==> src/rtl/chess_pkg.sv <==
// Shared chess encodings for the move-ordering pipeline.
//
// Contents:
//   piece_e         - piece-type codes (0 = none, 1..6 = P,N,B,R,Q,K)
//   move field map  - bit offsets and widths of from/to/promotion in a move word
//   key constants   - MVV-LVA sort key building blocks
//   scorer_state_e  - move_scorer control FSM states
package chess_pkg;

   typedef enum logic [2:0] {
      PieceNone   = 3'd0,
      PiecePawn   = 3'd1,
      PieceKnight = 3'd2,
      PieceBishop = 3'd3,
      PieceRook   = 3'd4,
      PieceQueen  = 3'd5,
      PieceKing   = 3'd6
   } piece_e;

   // Move word layout: [5:0] from square, [11:6] to square, [14:12] promotion piece.
   localparam int unsigned SqBits    = 6;
   localparam int unsigned PromoBits = 3;
   localparam int unsigned FromLsb   = 0;
   localparam int unsigned ToLsb     = 6;
   localparam int unsigned PromoLsb  = 12;
   localparam int unsigned MoveBits  = PromoLsb + PromoBits;

   // Sort key building blocks; higher keys are searched first.
   localparam logic [7:0] KeyCapture      = 8'h80;
   localparam logic [7:0] KeyPromoCapture = 8'h40;
   localparam logic [7:0] KeyQuietPromo   = 8'h70;
   localparam logic [7:0] KeyKiller       = 8'h60;
   localparam logic [7:0] KeyQuiet        = 8'h10;

   typedef enum logic [1:0] {
      StIdle,
      StCollect,
      StDrain,
      StDone
   } scorer_state_e;

endpackage

==> src/rtl/mvv_lva_key.sv <==
// Combinational MVV-LVA sort key for one move.
//
// Ports:
//   attacker_i   - moving piece type (1..6)
//   victim_i     - captured piece type, 0 for a quiet move
//   promo_i      - promotion piece, 0 for none
//   killer_hit_i - move matched the current killer move
//   key_o        - 8-bit sort key
//
// Captures rank by most valuable victim, then least valuable attacker; a
// capturing promotion is lifted above all plain captures. Among quiet moves,
// promotions outrank the killer, which outranks everything else. The killer
// flag is ignored for captures.
module mvv_lva_key
   import chess_pkg::*;
(
   input  logic [2:0]           attacker_i,
   input  logic [2:0]           victim_i,
   input  logic [PromoBits-1:0] promo_i,
   input  logic                 killer_hit_i,
   output logic [7:0]           key_o
);

   logic [2:0] lva;
   logic       is_capture;
   logic       is_promo;

   // Cheaper attackers get larger low bits so PxQ sorts above QxQ.
   assign lva        = 3'd7 - attacker_i;
   assign is_capture = (victim_i != PieceNone);
   assign is_promo   = (promo_i != '0);

   always_comb begin
      key_o = KeyQuiet;
      if (is_capture) begin
         key_o = KeyCapture | {2'b00, victim_i, lva};
         if (is_promo) begin
            key_o = key_o + KeyPromoCapture;
         end
      end else if (is_promo) begin
         key_o = KeyQuietPromo + 8'(promo_i);
      end else if (killer_hit_i) begin
         key_o = KeyKiller;
      end
   end

endmodule

==> src/rtl/move_scorer.sv <==
// Move scorer: accepts a batch of generated moves, attaches an MVV-LVA sort key
// to each and pushes (move, key) pairs into an external sorter.
//
// Ports:
//   clk_in, rst_in          - clock, asynchronous active-low reset
//   start_in                - begin a new batch (honoured only when idle)
//   move_in, attacker_in,
//   victim_in, last_in,
//   valid_in / ready_out    - move beat stream; ready only while collecting
//   killer_in,
//   killer_valid_in         - current killer move for quiet-move promotion
//   value_out, key_out,
//   valid_out               - push to the sorter, two cycles after acceptance
//   sorter_clear_out        - one-cycle sorter clear when a batch starts
//   busy_out                - batch in progress; sorter must not be dequeued
//   batch_done_out          - one-cycle pulse once every push has left
//   overflow_out            - sticky: at least one beat dropped for capacity
//   count_out               - moves pushed in the current batch
//
// Pipeline: stage 1 registers the beat and the killer match, stage 2 registers
// the computed key. There is no backpressure towards the sorter.
module move_scorer
   import chess_pkg::*;
#(
   parameter int unsigned KEY_BITS   = 8,
   parameter int unsigned VALUE_BITS = 15,
   parameter int unsigned MAX_LEN    = 32
) (
   input  logic                         clk_in,
   input  logic                         rst_in,
   input  logic                         start_in,
   input  logic [VALUE_BITS-1:0]        move_in,
   input  logic [2:0]                   attacker_in,
   input  logic [2:0]                   victim_in,
   input  logic                         last_in,
   input  logic                         valid_in,
   output logic                         ready_out,
   input  logic [VALUE_BITS-1:0]        killer_in,
   input  logic                         killer_valid_in,
   output logic [VALUE_BITS-1:0]        value_out,
   output logic [KEY_BITS-1:0]          key_out,
   output logic                         valid_out,
   output logic                         sorter_clear_out,
   output logic                         busy_out,
   output logic                         batch_done_out,
   output logic                         overflow_out,
   output logic [$clog2(MAX_LEN+1)-1:0] count_out
);

   localparam int unsigned   CntBits = $clog2(MAX_LEN + 1);
   localparam logic [CntBits-1:0] CntMax = CntBits'(MAX_LEN);
   localparam logic [CntBits-1:0] CntOne = CntBits'(1);

   // ---------------------------------------------------------------------------
   // Control FSM
   // ---------------------------------------------------------------------------
   scorer_state_e state_q, state_d;

   logic accept;     // beat handshake this cycle
   logic drop;       // accepted beat that would exceed sorter capacity
   logic admit;      // accepted beat that enters the pipeline
   logic clear;      // batch start
   logic pipe_empty;

   logic s1_valid_q;
   logic s2_valid_q;

   // Admission is limited by beats already sent into the pipeline rather than
   // by count_out, which lags two cycles and would let in-flight beats slip
   // past the capacity limit.
   logic [CntBits-1:0] admit_q, admit_d;
   logic [CntBits-1:0] count_q, count_d;
   logic               ovf_q, ovf_d;

   assign accept     = valid_in && (state_q == StCollect);
   assign drop       = accept && (admit_q == CntMax);
   assign admit      = accept && !drop;
   assign pipe_empty = !s1_valid_q && !s2_valid_q;

   always_comb begin
      state_d = state_q;
      clear   = 1'b0;
      unique case (state_q)
         StIdle: begin
            if (start_in) begin
               state_d = StCollect;
               clear   = 1'b1;
            end
         end
         StCollect: begin
            // A dropped last beat still closes the batch.
            if (accept && last_in) begin
               state_d = StDrain;
            end
         end
         StDrain: begin
            if (pipe_empty) begin
               state_d = StDone;
            end
         end
         StDone: begin
            state_d = StIdle;
         end
         default: begin
            state_d = StIdle;
         end
      endcase
   end

   always_ff @(posedge clk_in or negedge rst_in) begin
      if (!rst_in) begin
         state_q <= StIdle;
      end else begin
         state_q <= state_d;
      end
   end

   // ---------------------------------------------------------------------------
   // Batch counters and overflow flag
   // ---------------------------------------------------------------------------
   always_comb begin
      admit_d = admit_q;
      count_d = count_q;
      ovf_d   = ovf_q;
      if (clear) begin
         admit_d = '0;
         count_d = '0;
         ovf_d   = 1'b0;
      end else begin
         if (drop) begin
            ovf_d = 1'b1;
         end
         if (admit) begin
            admit_d = admit_q + CntOne;
         end
         if (s2_valid_q && (count_q != CntMax)) begin
            count_d = count_q + CntOne;
         end
      end
   end

   always_ff @(posedge clk_in or negedge rst_in) begin
      if (!rst_in) begin
         admit_q <= '0;
         count_q <= '0;
         ovf_q   <= 1'b0;
      end else begin
         admit_q <= admit_d;
         count_q <= count_d;
         ovf_q   <= ovf_d;
      end
   end

   // ---------------------------------------------------------------------------
   // Stage 1: register the beat fields and the killer match
   // ---------------------------------------------------------------------------
   logic [SqBits-1:0]    s1_from_q;
   logic [SqBits-1:0]    s1_to_q;
   logic [PromoBits-1:0] s1_promo_q;
   logic [2:0]           s1_att_q;
   logic [2:0]           s1_vic_q;
   logic                 s1_killer_q;
   logic                 killer_match;

   assign killer_match = killer_valid_in && (move_in == killer_in);

   always_ff @(posedge clk_in or negedge rst_in) begin
      if (!rst_in) begin
         s1_valid_q  <= 1'b0;
         s1_from_q   <= '0;
         s1_to_q     <= '0;
         s1_promo_q  <= '0;
         s1_att_q    <= '0;
         s1_vic_q    <= '0;
         s1_killer_q <= 1'b0;
      end else begin
         s1_valid_q <= admit;
         if (admit) begin
            s1_from_q   <= move_in[FromLsb +: SqBits];
            s1_to_q     <= move_in[ToLsb +: SqBits];
            s1_promo_q  <= move_in[PromoLsb +: PromoBits];
            s1_att_q    <= attacker_in;
            s1_vic_q    <= victim_in;
            s1_killer_q <= killer_match;
         end
      end
   end

   // ---------------------------------------------------------------------------
   // Stage 2: compute and register the key
   // ---------------------------------------------------------------------------
   logic [7:0]            key_d;
   logic [VALUE_BITS-1:0] s2_value_q;
   logic [KEY_BITS-1:0]   s2_key_q;

   mvv_lva_key u_key (
      .attacker_i   (s1_att_q),
      .victim_i     (s1_vic_q),
      .promo_i      (s1_promo_q),
      .killer_hit_i (s1_killer_q),
      .key_o        (key_d)
   );

   always_ff @(posedge clk_in or negedge rst_in) begin
      if (!rst_in) begin
         s2_valid_q <= 1'b0;
         s2_value_q <= '0;
         s2_key_q   <= '0;
      end else begin
         s2_valid_q <= s1_valid_q;
         if (s1_valid_q) begin
            s2_value_q <= VALUE_BITS'({s1_promo_q, s1_to_q, s1_from_q});
            s2_key_q   <= KEY_BITS'(key_d);
         end
      end
   end

   // ---------------------------------------------------------------------------
   // Outputs
   // ---------------------------------------------------------------------------
   assign ready_out        = (state_q == StCollect);
   assign busy_out         = (state_q != StIdle);
   assign batch_done_out   = (state_q == StDone);
   assign sorter_clear_out = clear;
   assign overflow_out     = ovf_q;
   assign count_out        = count_q;
   assign valid_out        = s2_valid_q;
   assign value_out        = s2_value_q;
   assign key_out          = s2_key_q;

endmodule
==> config.mk <==
export PLATFORM = sky130hd
export DESIGN_NAME = move_scorer
export DESIGN_NICKNAME = d
export VERILOG_FILES = /design/src/rtl/chess_pkg.sv /design/src/rtl/mvv_lva_key.sv /design/src/rtl/move_scorer.sv
export SDC_FILE = /design/constraint.sdc
export NUM_CORES = 1
export LEC_CHECK = 0
export BUFFER_PORTS_ARGS = -buffer_cell sky130_fd_sc_hd__buf_2
export CAP_MARGIN = 20
export CELL_PAD_IN_SITES_DETAIL_PLACEMENT = 1
export CELL_PAD_IN_SITES_GLOBAL_PLACEMENT = 1
export CORE_MARGIN = 2
export CORE_UTILIZATION = 41
export CTS_CLUSTER_SIZE = 30
export DETAILED_ROUTE_END_ITERATION = 12
export HOLD_SLACK_MARGIN = 0.1
export PLACE_DENSITY_LB_ADDON = 0.1
export SLEW_MARGIN = 20
export SYNTH_ARGS = -nofsm -noshare
export SYNTH_HDL_FRONTEND = slang
export SYNTH_SLANG_ARGS = --single-unit
==> constraint.sdc <==
create_clock -name clk_in -period 1.8 [get_ports clk_in]
set_input_delay 0.45 -clock clk_in [delete_from_list [all_inputs] [get_ports clk_in]]
set_output_delay 0.45 -clock clk_in [all_outputs]
set_load 0.05 [all_outputs]
# Word-level counts from Yosys, hierarchy flattened

Cells that the tools add are included.

Flip-flop bits (word level): 62
Bits of input ports: 42
Logic and storage cells: 62

Add/subtract/negate cells: 5
Equality and inequality tests: 9
Muxes and demuxes: 16
Reduce and logical (&&, ||, !) cells: 18

Operator list:

| kind                                                   | number |
|---|---|
| two-way mux 6 bit                                      | 4 |
| two-way mux 8 bit                                      | 3 |
| == test 15 bit                                         | 1 |
| adder 6 x 1 -> 6 bit (second input constant)           | 2 |
| adder 7 x 3 -> 8 bit (first input constant)            | 1 |
| adder 8 x 7 -> 8 bit (second input constant)           | 1 |
| one-hot mux 2 bit (4 select lines)                     | 1 |
| nonzero test 2 bit                                     | 4 |
| logical AND 1 bit                                      | 7 |
| two-way mux 7 bit                                      | 1 |
| == test 6 bit (second input constant)                  | 1 |
| two-way mux 2 bit                                      | 3 |
| inequality test 6 bit (second input constant)          | 1 |
| nonzero test 3 bit                                     | 2 |
| == test 2 bit (second input constant)                  | 2 |
| two-way mux 1 bit                                      | 4 |
| inequality test 2 bit (second input constant)          | 2 |
| zero test 1 bit                                        | 3 |
| AND reduction 3 bit                                    | 1 |
| subtractor 3 bit (first input constant)                | 1 |
| == test 2 x 1 -> 1 bit (second input constant)         | 1 |
| zero test 2 bit                                        | 1 |
| inequality test 2 x 1 -> 1 bit (second input constant) | 1 |

# Longest topological paths before layout

Gate-level depths: netlist of the first run.

Depth after elaboration: 7
Mapped depth: 7
Mapped depth without buffers: 6

# Hierarchy

Synthesis of the first run repeated with hierarchy kept, for this count alone.

Cells, all modules: 219
Area total of the unflattened synthesis: 2,934.1 µm²

Modules (own cells, without submodules):

| module      | instances | cells each | area each (µm²) | seq. area each (µm²) |
|---|---|---|---|---|
| move_scorer | 1         | 201        | 2,800.2         | 1,551.5 |
| mvv_lva_key | 1         | 18         | 133.9           | 0.0 |

# Worst setup path after synthesis of the first run

No wires, ideal clock.

Path type: register to register
Start: reg state_q[1]
End: reg s1_att_q[2]
Data arrival time: 1.909 ns
Data required time: 1.675 ns
Setup slack: -0.234 ns
Stages on the path, launching flop included: 7
Buffers on the path: 1
Cells stage by stage: dfrtp_1 inv_1 ha_1 nand2_1 a21oi_4 buf_6 mux2_4

Cells in the longest elaborated chain, start to end: 5

RTL lines:

| what                     | line               | source |
|---|---|---|
| start: declaration       | move_scorer.sv:57  | `scorer_state_e state_q, state_d;` |
| start signal: assignment | move_scorer.sv:112 | `state_q <= StIdle;` |
| start signal: assignment | move_scorer.sv:114 | `state_q <= state_d;` |
| == test 2 x 1 -> 1 bit * | n/a                |  |
| via ready_out            | move_scorer.sv:37  | `output logic ready_out,` |
| logical AND 1 bit *      | move_scorer.sv:75  | `assign accept = valid_in && (state_q == StCollect);` |
| logical AND 1 bit        | move_scorer.sv:76  | `assign drop = accept && (admit_q == CntMax);` |
| zero test 1 bit          | move_scorer.sv:77  | `assign admit = accept && !drop;` |
| logical AND 1 bit *      | move_scorer.sv:77  |  |
| end signal: assignment   | move_scorer.sv:182 | `s1_att_q <= attacker_in;` |
| end: declaration         | move_scorer.sv:160 | `logic [2:0] s1_att_q;` |

Mark *: on every way through the listed nets, which the timed path passes. The rest lies on a longest branch.
A chain may end at the register's enable or synchronous reset.

# Final worst setup path of the first run

Start: reg state_q[0]
End: out batch_done_out

Cells in the longest elaborated chain, start to end: 1

RTL lines:

| what             | line               | source |
|---|---|---|
| == test 2 bit    | move_scorer.sv:223 | `assign batch_done_out = (state_q == StDone);` |
| end: declaration | move_scorer.sv:45  | `output logic batch_done_out,` |

No other way between the ends.

==> flow_summary.ini, run 1 <==
[outcome]
outcome = complete, no violations

[detailed_routing]
vias_per_cell = 5.06
drt_iter0_drc = 78
dr_total_vias = 1984
wl_per_cell_um = 16.4
antenna_left = 0
drt_wl_total_um = 6440
dr.pass1.iters = 4
drc_errors = 0

[die]
die_h_um = 87.3
initial_core_util = 0.421
fp.dieW_um = 87.3
rows = 30
pin_count = 77
die_area_um2 = 7620
core_area_um2 = 6760

[global_routing]
met3_usage = 0.0474
grtUsageMet2 = 0.314
grt_pass1_vias = 2206
grt.met1_usage = 0.227
grt-ovfl-total = 0
grt_usage = 0.187
grt_pass1_wl_um = 10800
top_usage_layer = met2
antenna_found_initial = 0
grt_max_degree = 63

[critical_path]
crit_type = reg -> out
r2r_start = state_q[1]
rr_endpoint = state_q[1]
critPathCaptureType = output port
path_depth = 3
worst-r2r-cell-count = 7
arrival_ps = 1300
cp-endpoint = batch_done_out
r2r_slack_ps = 160
path_delay_family = flip-flops
cp_num_buf_inv = 2
crit_fanout = 3
critical_path.slowest_cell = dfrtp_1
worstPathRequired_ps = 1350
start_kind = flop
slowest_delay_ps = 380
path_cells = buf_4, ha_1, buf_2
crit_start = state_q[0]

[placed_design]
dp_cells = 373
dp_hpwl_um = 4570
routabilityCongestion = 0.733
io_buffer_count = 76
dpl_worst_slack_ps = 157

[power_and_ir_drop]
p_total_mw = 7.00
irDropWorstVdd_mv = 0.795
cellPowerDensity_nw_per_um2 = 1930
p_leak_nw = 1.72

[min_path]
hold_path_class = in -> async

[final_layout]
final_cell_mix = 74 x buf_2, 62 x dfrtp_1, 24 x mux2_2, 19 x nor2_1, 18 x xnor2_1
regArea_um2 = 1550
fillers = 738
area_delta_synth_final_pct = 27.7
final_common_cell = buf_2
diodes = 0
layout-drive-gt1-share = 0.478
nets = 358
multi_input_area_um2 = 1250
fin_cells = 392

[sta]
fin_ws_ps = 53.6
slew_violations = 0
min_period_ps = 1750
tightestPinTransition_ps = 519
fin_worst_skew_ps = 6.33
setup_tns_ps = 0
fmax_mhz = 573
finalSetupViolCount = 0
fin_hold_ws_ps = 120
rsz0062_at_grt = false
hold_violations = 0
finalCritPeriodShare = 0.970
maxSlewHeadroom = 0.650

[cts]
cts-buffers-inserted = 9
clockBufferDepth = 2
clock_latency_ps = 330
clock_sinks = 62
path_clk_slew_ps = 70
htree_levels = 3
tritoncts = yes
cts-root-buf = clkbuf_8

[yosys]
syn_area_um2 = 2850
ys_ff_latch = 62
synth_cell_type_count = 31
synth_nets = 267
synth_cells = 217
seq_area_frac_synth = 0.545
avgSynthCellArea_um2 = 13.1
ys_warn_count = 0

[run]
drv_cap = 0
sequential cells by signal, indices dropped and copies added (netlist names), 3 cells and up:
name and cells:
s1_att_q 3, s1_from_q 6, s1_vic_q 3, s1_to_q 6, key_out 8, admit_q 6
s1_promo_q 3, value_out 15, count_out 6
timing repair:
item,in CTS,in global routing
setup buffers,3,1
pin swaps,0,1
gates resized for setup,7,2
cloned,0,0
hold buffers,0,0
endpoints found under the setup margin,2,1
per-layer routing:
metal | up-vias | part of all wire
met2 | 49 | 0.50
met5 | - | 0
met1 | 992 | 0.43
met4 | 0 | 0.020
met3 | 11 | 0.050
li1 | 932 | -
area by class of cell:
cell class / instances / area share
Clock inverter: 3 / 0.0117
Sequential cell: 62 / 0.427
Clock buffer: 12 / 0.0454
Inverter: 9 / 0.00929
Multi-Input combinational cell: 140 / 0.344
Tap cell: 80 / 0.0275
Timing Repair Buffer: 86 / 0.136
stage by stage:
stage	util	area, um2
CTS	0.535	3610
global route	0.538	3630
detailed placement	0.499	3370
finish	0.538	3630
global placement	0.499	3370
floorplan	-	2860
cell usage after synthesis, drive strengths merged:
cell / number / area, um2
ha: 8 / 100
a211oi: 2 / 15.0
mux2: 41 / 526
a41oi: 1 / 8.76
nand2b: 1 / 6.26
nand4: 6 / 37.5
dfrtp: 62 / 1550
buf: 4 / 32.5
clkbuf: 2 / 7.51
o32a: 1 / 10.0
xnor2: 18 / 158
nand3: 3 / 15.0
o41ai: 1 / 16.3
a31oi: 1 / 6.26
and2: 1 / 6.26
and3: 2 / 12.5
or3: 2 / 12.5
a21boi: 1 / 7.51
inv: 9 / 33.8
nor4b: 1 / 23.8
nor3: 2 / 10.0
o21ai: 6 / 30.0
nor4: 1 / 6.26
xor2: 5 / 43.8
mux2i: 2 / 20.0
nand2: 6 / 22.5
nor2: 19 / 71.3
a21oi: 9 / 56.3
report_power, final:
| part | switching (mW) | internal [mW] | total [mW] |
|---|---|---|---|
| clock | 0.513 | 0.743 | 1.26 |
| sequential | 0.401 | 2.00 | 2.40 |
| combinational | 2.07 | 1.28 | 3.35 |
cell families (layout without fill, tap and decap cells):
group	Yosys count	in the layout	share of synthesized area
multiplexers	43	43	0.192
XOR/XNOR	23	23	0.0708
AO/OA/AOI/OAI	22	22	0.0528
adder cells (fa/ha/maj)	8	8	0.0352
AND/OR/NAND/NOR	44	44	0.0787
buffers and inverters	15	110	0.0259
flip-flops	62	62	0.545
worst min path at each step:
stage                     startpoint  slack (ps)  cells past startpoint      endpoint
final                         rst_in         120                      2    s1_to_q[5]
after global routing          rst_in         150                      2    s1_to_q[4]
after CTS                     rst_in         140                      2    s1_to_q[3]
after detailed placement  s1_to_q[2]         490                      1    s1_to_q[2]
after global placement        rst_in         490                      2  value_out[8]
after floorplan               rst_in         150                      0    admit_q[0]
Power figures use the tool's default switching activity.
==> run 2: changes to the inputs <==
--- a/config.mk
+++ b/config.mk
@@ -5,12 +5,13 @@
 export SDC_FILE = /design/constraint.sdc
 export NUM_CORES = 1
 export LEC_CHECK = 0
+export ABC_AREA = 1
 export BUFFER_PORTS_ARGS = -buffer_cell sky130_fd_sc_hd__buf_2
 export CAP_MARGIN = 20
 export CELL_PAD_IN_SITES_DETAIL_PLACEMENT = 1
 export CELL_PAD_IN_SITES_GLOBAL_PLACEMENT = 1
 export CORE_MARGIN = 2
-export CORE_UTILIZATION = 41
+export CORE_UTILIZATION = 39
 export CTS_CLUSTER_SIZE = 30
 export DETAILED_ROUTE_END_ITERATION = 12
 export HOLD_SLACK_MARGIN = 0.1
@@ -18,4 +19,5 @@
 export SLEW_MARGIN = 20
 export SYNTH_ARGS = -nofsm -noshare
 export SYNTH_HDL_FRONTEND = slang
+export SYNTH_HIERARCHICAL = 1
 export SYNTH_SLANG_ARGS = --single-unit
==> run 2 against run 1 <==
Net effect: area after synthesis is 8.0% higher; combinational power is 6.6% lower; critical path depth stayed put; wire length is 12% higher; cell area is 5.5% higher; die area is 13% higher; register-to-register slack hardly changed; global-route usage is 0.43 points lower; critical endpoint is now ready_out; largest cell class unchanged; largest power group unchanged.
==> flow_summary.ini, run 2 <==
[cts]
cts-buffers-inserted = 9
clockBufferDepth = 2
tritoncts = yes
clock_latency_ps = 340
htree_levels = 3
cts-root-buf = clkbuf_8
path_clk_slew_ps = 70
clock_sinks = 62
hold_buffers = 0

[yosys]
ys_top_cells_by_area = dfrtp_1 50%, nand2_1 15%, mux2_2 8.4%, inv_1 6.1%, o21ai_0 3.4%
netlist.area_leader.share = 0.504
ys_warn_count = 6
ys_top_cells_by_count = 122 x nand2_1, 62 x dfrtp_1, 50 x inv_1
seq_area_frac_synth = 0.504
synth_cells = 358
synthFlopType = dfrtp_1
async_flop_share = 1.00
yosysMostFrequentCell = nand2_1
ys_ff_latch = 62
synth_nets = 408
synth_edf_count = 0
yosysTopAreaCell = dfrtp_1
synth_cell_type_count = 26
syn_area_um2 = 3080
avgSynthCellArea_um2 = 8.59

[critical_path]
critPathCaptureType = output port
start_kind = flop
path_cells = buf_4, ha_1, buf_6
crit_fanout = 4
critical_path.slowest_cell = dfrtp_1
crit_type = reg -> out
worstPathRequired_ps = 1350
arrival_ps = 1290
slowest_delay_ps = 420

[die]
fp.dieW_um = 92.8
die_h_um = 92.8
rows = 32
die_area_um2 = 8610
core_area_um2 = 7690
initial_core_util = 0.400
pin_count = 77

[power_and_ir_drop]
irDropWorstVdd_mv = 0.705
seq_power_share = 0.359
clkPwrFrac = 0.165
swShare = 0.464
combPwrFrac = 0.475
p_int_mw = 3.52
cellPowerDensity_nw_per_um2 = 1720
switching_power_mw = 3.05
p_leak_nw = 2.13

[final_layout]
final_cell_mix = 121 x nand2_1, 73 x buf_2, 62 x dfrtp_1, 47 x inv_1
diodes = 0
fillers = 970
area_delta_synth_final_pct = 24.7
nets = 495
largest_register_ffs = 15
final_area_um2 = 3830
layout-drive-gt1-share = 0.303
final_common_cell = nand2_1

[sta]
setup_tns_ps = 0
maxSlewHeadroom = 0.688
finalSetupViolCount = 0
finalCritPeriodShare = 0.969
min_period_ps = 1740
fin_worst_skew_ps = 7.19
rsz0062_at_grt = false
slew_violations = 0
tightestPinTransition_ps = 468
hold_violations = 0
fmax_mhz = 574

[detailed_routing]
vias_per_cell = 4.66
antenna_left = 0
wl_per_cell_um = 13.1
drt_wl_total_um = 7240
dr.pass1.iters = 4
dr_total_vias = 2570
drc_errors = 0
drt_iter0_drc = 80

[outcome]
outcome = complete, no violations

[placed_design]
place_area_um2 = 3590
io_buffer_count = 76
routabilityCongestion = 0.716
dp_hpwl_um = 5480

[global_routing]
grt_usage = 0.183
grt_max_degree = 63
grt_pass1_wl_um = 12300
grt-ovfl-total = 0
grt_pass1_vias = 2699
antenna_found_initial = 0

[min_path]
hold_path_class = in -> async

[run]
drv_cap = 0
[run 2: changes by cell type after synthesis, moves of 3 or more]
cell     change
mux2_4      -17
nand3_1      +8
nand2_1    +116
inv_1       +41
buf_2        +3
xor2_1       -3
xnor2_1     -13
nor2_1       +4
o21ai_0     +15
a21oi_1      -3
[run 2: what timing repair did]
action | CTS | global route
endpoints found under the setup margin | 2 | 5
resized for setup | 6 | 8
setup buffers | 4 | 0
[run 2: through the flow]
step	power [mW]	std cells	hold WS [ps]	utilization	setup WS, ps
after CTS	6.61	551	120	0.495	4.41
after global routing	7.06	551	122	0.499	5.32
final	6.58	551	96.5	0.499	56.6
after global placement	5.28	532	463	0.467	278
after detailed placement	5.40	532	471	0.467	167
after floorplan	4.60	358	154	-	115
[run 2: worst max-delay path, delay by kind of cell, from the launching register on]
family	cells	cell delay [ps]
adder cells (fa/ha/maj)	1	230
flip-flops	1	420
buffers and inverters	2	310
[run 2: power groups by stage]
stage                     combinational (mW)  sequential [mW]  clock [mW]
after CTS                               3.11             2.37        1.13
after global placement                  2.92             2.36           0
after floorplan                         1.40             3.21           0
final                                   3.13             2.36        1.09
after global routing                    3.43             2.45        1.18
after detailed placement                3.00             2.39           0
[run 2: per-layer routing]
layer  track usage  share of wire  vias to the layer above  wire length [um]
met4        0.0809          0.020                        0               146
li1              -              -                     1279                 -
met5             0              0                        -                 0
met3        0.0342          0.043                       11               312
met2         0.301           0.47                       63              3420
met1         0.234           0.46                     1217              3360
[run 2: worst paths after layout]
check | startpoint | to | slack, ps | cells after the start
min | rst_in | count_out[2] | 100 | 2
min in group clk_in | victim_in[0] | s1_vic_q[0] | 300 | 3
min reg2reg | s1_to_q[2] | s1_to_q[2] | 490 | 2
max | state_q[0] | ready_out | 60 | 3
max reg2reg | state_q[0] | admit_q[0] | 160 | 8
max in group asynchronous | rst_in | state_q[0] | 1400 | 2
[run 2: cell families after synthesis]
logic type | Yosys count | share of synthesized area
and+or+nand+nor | 166 | 0.222
DFF | 62 | 0.504
buffers and inverters | 61 | 0.0838
AOI/OAI and AO/OA | 31 | 0.0529
muxes | 23 | 0.0842
adders and majority gates | 8 | 0.0325
xor gates and xnor gates | 7 | 0.0199
[run 2: final cells by class]
| type | count | area (um2) | area share |
|---|---|---|---|
| timing repair buffer | 86 | 499 | 0.130 |
| clock inverter | 4 | 22.5 | 0.00587 |
| tap | 102 | 128 | 0.0333 |
| multi-input combinational | 235 | 1290 | 0.336 |
| clock buffer | 11 | 151 | 0.0395 |
| inverter | 51 | 191 | 0.0499 |
| sequential | 62 | 1550 | 0.405 |
==> run 3: changes to the inputs <==
--- a/config.mk
+++ b/config.mk
@@ -7,10 +7,9 @@
 export LEC_CHECK = 0
 export ABC_AREA = 1
 export BUFFER_PORTS_ARGS = -buffer_cell sky130_fd_sc_hd__buf_2
-export CAP_MARGIN = 20
+export CAP_MARGIN = 10
 export CELL_PAD_IN_SITES_DETAIL_PLACEMENT = 1
 export CELL_PAD_IN_SITES_GLOBAL_PLACEMENT = 1
-export CORE_MARGIN = 2
 export CORE_UTILIZATION = 39
 export CTS_CLUSTER_SIZE = 30
 export DETAILED_ROUTE_END_ITERATION = 12
==> run 3 against run 2 <==
Net effect: non-clock buffer count is 2 lower; combinational power decreased by 2%; critical endpoint unchanged; cell count down 0.36%; sequential power is essentially flat; clock skew is 3.6 ps higher.
==> flow_summary.ini, run 3 (synthesis results as in run 2) <==
[global_routing]
grt_pass1_wl_um = 12300
grt-ovfl-total = 0
grt_max_degree = 63
grt_usage = 0.187
grt_pass1_vias = 2682
antenna_found_initial = 0

[sta]
finalSetupViolCount = 0
setup_tns_ps = 0
slew_violations = 0
finalCritPeriodShare = 0.960
fin_worst_skew_ps = 10.8
min_period_ps = 1730
tightestPinTransition_ps = 341
fmax_mhz = 579
maxSlewHeadroom = 0.772
hold_violations = 0

[power_and_ir_drop]
irDropWorstVdd_mv = 0.666
cellPowerDensity_nw_per_um2 = 1730
p_leak_nw = 2.12

[cts]
clock_latency_ps = 340
clockBufferDepth = 2
cts-buffers-inserted = 9
htree_levels = 3
path_clk_slew_ps = 70
clock_sinks = 62
hold_buffers = 0
tritoncts = yes
cts-root-buf = clkbuf_8

[critical_path]
critical_path.slowest_cell = dfrtp_1
r2r_start = state_q[1]
worstPathRequired_ps = 1350
rr_endpoint = admit_q[1]
slowest_delay_ps = 390
cp_num_buf_inv = 2
path_delay_family = flip-flops
worst_path_most_repeated_cell = buf_4
path_cells = buf_4, ha_1, buf_4
critPathCaptureType = output port
start_kind = flop
worst-r2r-cell-count = 8
path_depth = 3
cp-endpoint = ready_out
r2r_slack_ps = 190
crit_fanout = 3
crit_start = state_q[0]
arrival_ps = 1280
crit_type = reg -> out

[final_layout]
area_delta_synth_final_pct = 24.1
layout-drive-gt1-share = 0.298
nets = 493
largest_register_ffs = 15
final_cell_mix = 122 x nand2_1, 74 x buf_2, 62 x dfrtp_1, 47 x inv_1
final_util = 0.497
diodes = 0
final_common_cell = nand2_1

[placed_design]
routabilityCongestion = 0.773
io_buffer_count = 76
dp_hpwl_um = 5220

[die]
die_area_um2 = 8240
pin_count = 77
rows = 32
core_area_um2 = 7690
fp.dieW_um = 90.8
initial_core_util = 0.400
die_h_um = 90.8

[min_path]
hold_path_class = in -> async

[detailed_routing]
dr_total_vias = 2572
antenna_left = 0
vias_per_cell = 4.68
drt_wl_total_um = 6880
drc_errors = 0
drt_iter0_drc = 69
dr.pass1.iters = 4
wl_per_cell_um = 12.5

[run]
drv_cap = 0

[outcome]
outcome = complete, no violations
run 3: report_power, final:
group,internal (mW),total (mW),switching [mW]
logic,0.967,3.07,2.10
registers,1.95,2.33,0.382
clock network,0.671,1.21,0.539
total,3.59,6.61,3.02
run 3: layer usage:
| metal | part of all wire | wire (um) | global-route usage | vias up |
|---|---|---|---|---|
| met5 | 0 | 0 | 0 | - |
| met4 | 0.020 | 135 | 0.0754 | 0 |
| met3 | 0.046 | 318 | 0.0370 | 9 |
| met2 | 0.47 | 3210 | 0.309 | 66 |
| met1 | 0.47 | 3220 | 0.241 | 1215 |
| li1 | - | - | - | 1282 |
run 3: layout make-up:
type	count	area (um2)
inverter	51	191
clock inverter	5	60.1
fill	984	3870
tap	102	128
multi-input combinational	235	1290
timing repair buffer	84	462
clock buffer	10	138
sequential	62	1550
run 3: per-stage QoR:
step | std cells | power (mW) | setup slack, ps | hold slack [ps] | cell area (um2)
after floorplan | 358 | 4.60 | 115 | 154 | 3080
after global placement | 532 | 5.26 | 265 | 463 | 3570
after detailed placement | 532 | 5.37 | 187 | 456 | 3570
after CTS | 549 | 6.68 | 12.0 | 114 | 3810
after global routing | 549 | 7.09 | -17.2 | 147 | 3820
final | 549 | 6.61 | 71.5 | 104 | 3820
run 3: timing repair:
| action | in CTS | in global routing |
|---|---|---|
| endpoints found under the setup margin | 2 | 4 |
| gates resized for setup | 5 | 5 |
| pin swaps | 1 | 0 |
| buffers inserted | 2 | 0 |
run 3: how the worst min path moves through the flow:
stage	start	end	cells past startpoint	slack, ps
6_report	rst_in	count_out[4]	2	100
5_1_grt	rst_in	key_out[6]	2	150
4_1_cts	rst_in	admit_q[5]	2	110
3_5_place_dp	s1_valid_q	valid_out	0	460
3_3_place_gp	s1_from_q[1]	s1_from_q[1]	2	460
2_1_floorplan	rst_in	admit_q[0]	0	150
run 3: worst register-to-register path, cell delays in order, from the launching register on:
cell,delay (ps)
dfrtp_1,390
inv_2,100
ha_1,190
nand2_1,100
inv_1,160
nand2_8,140
inv_2,240
nand3_1,130
o21ai_0,90
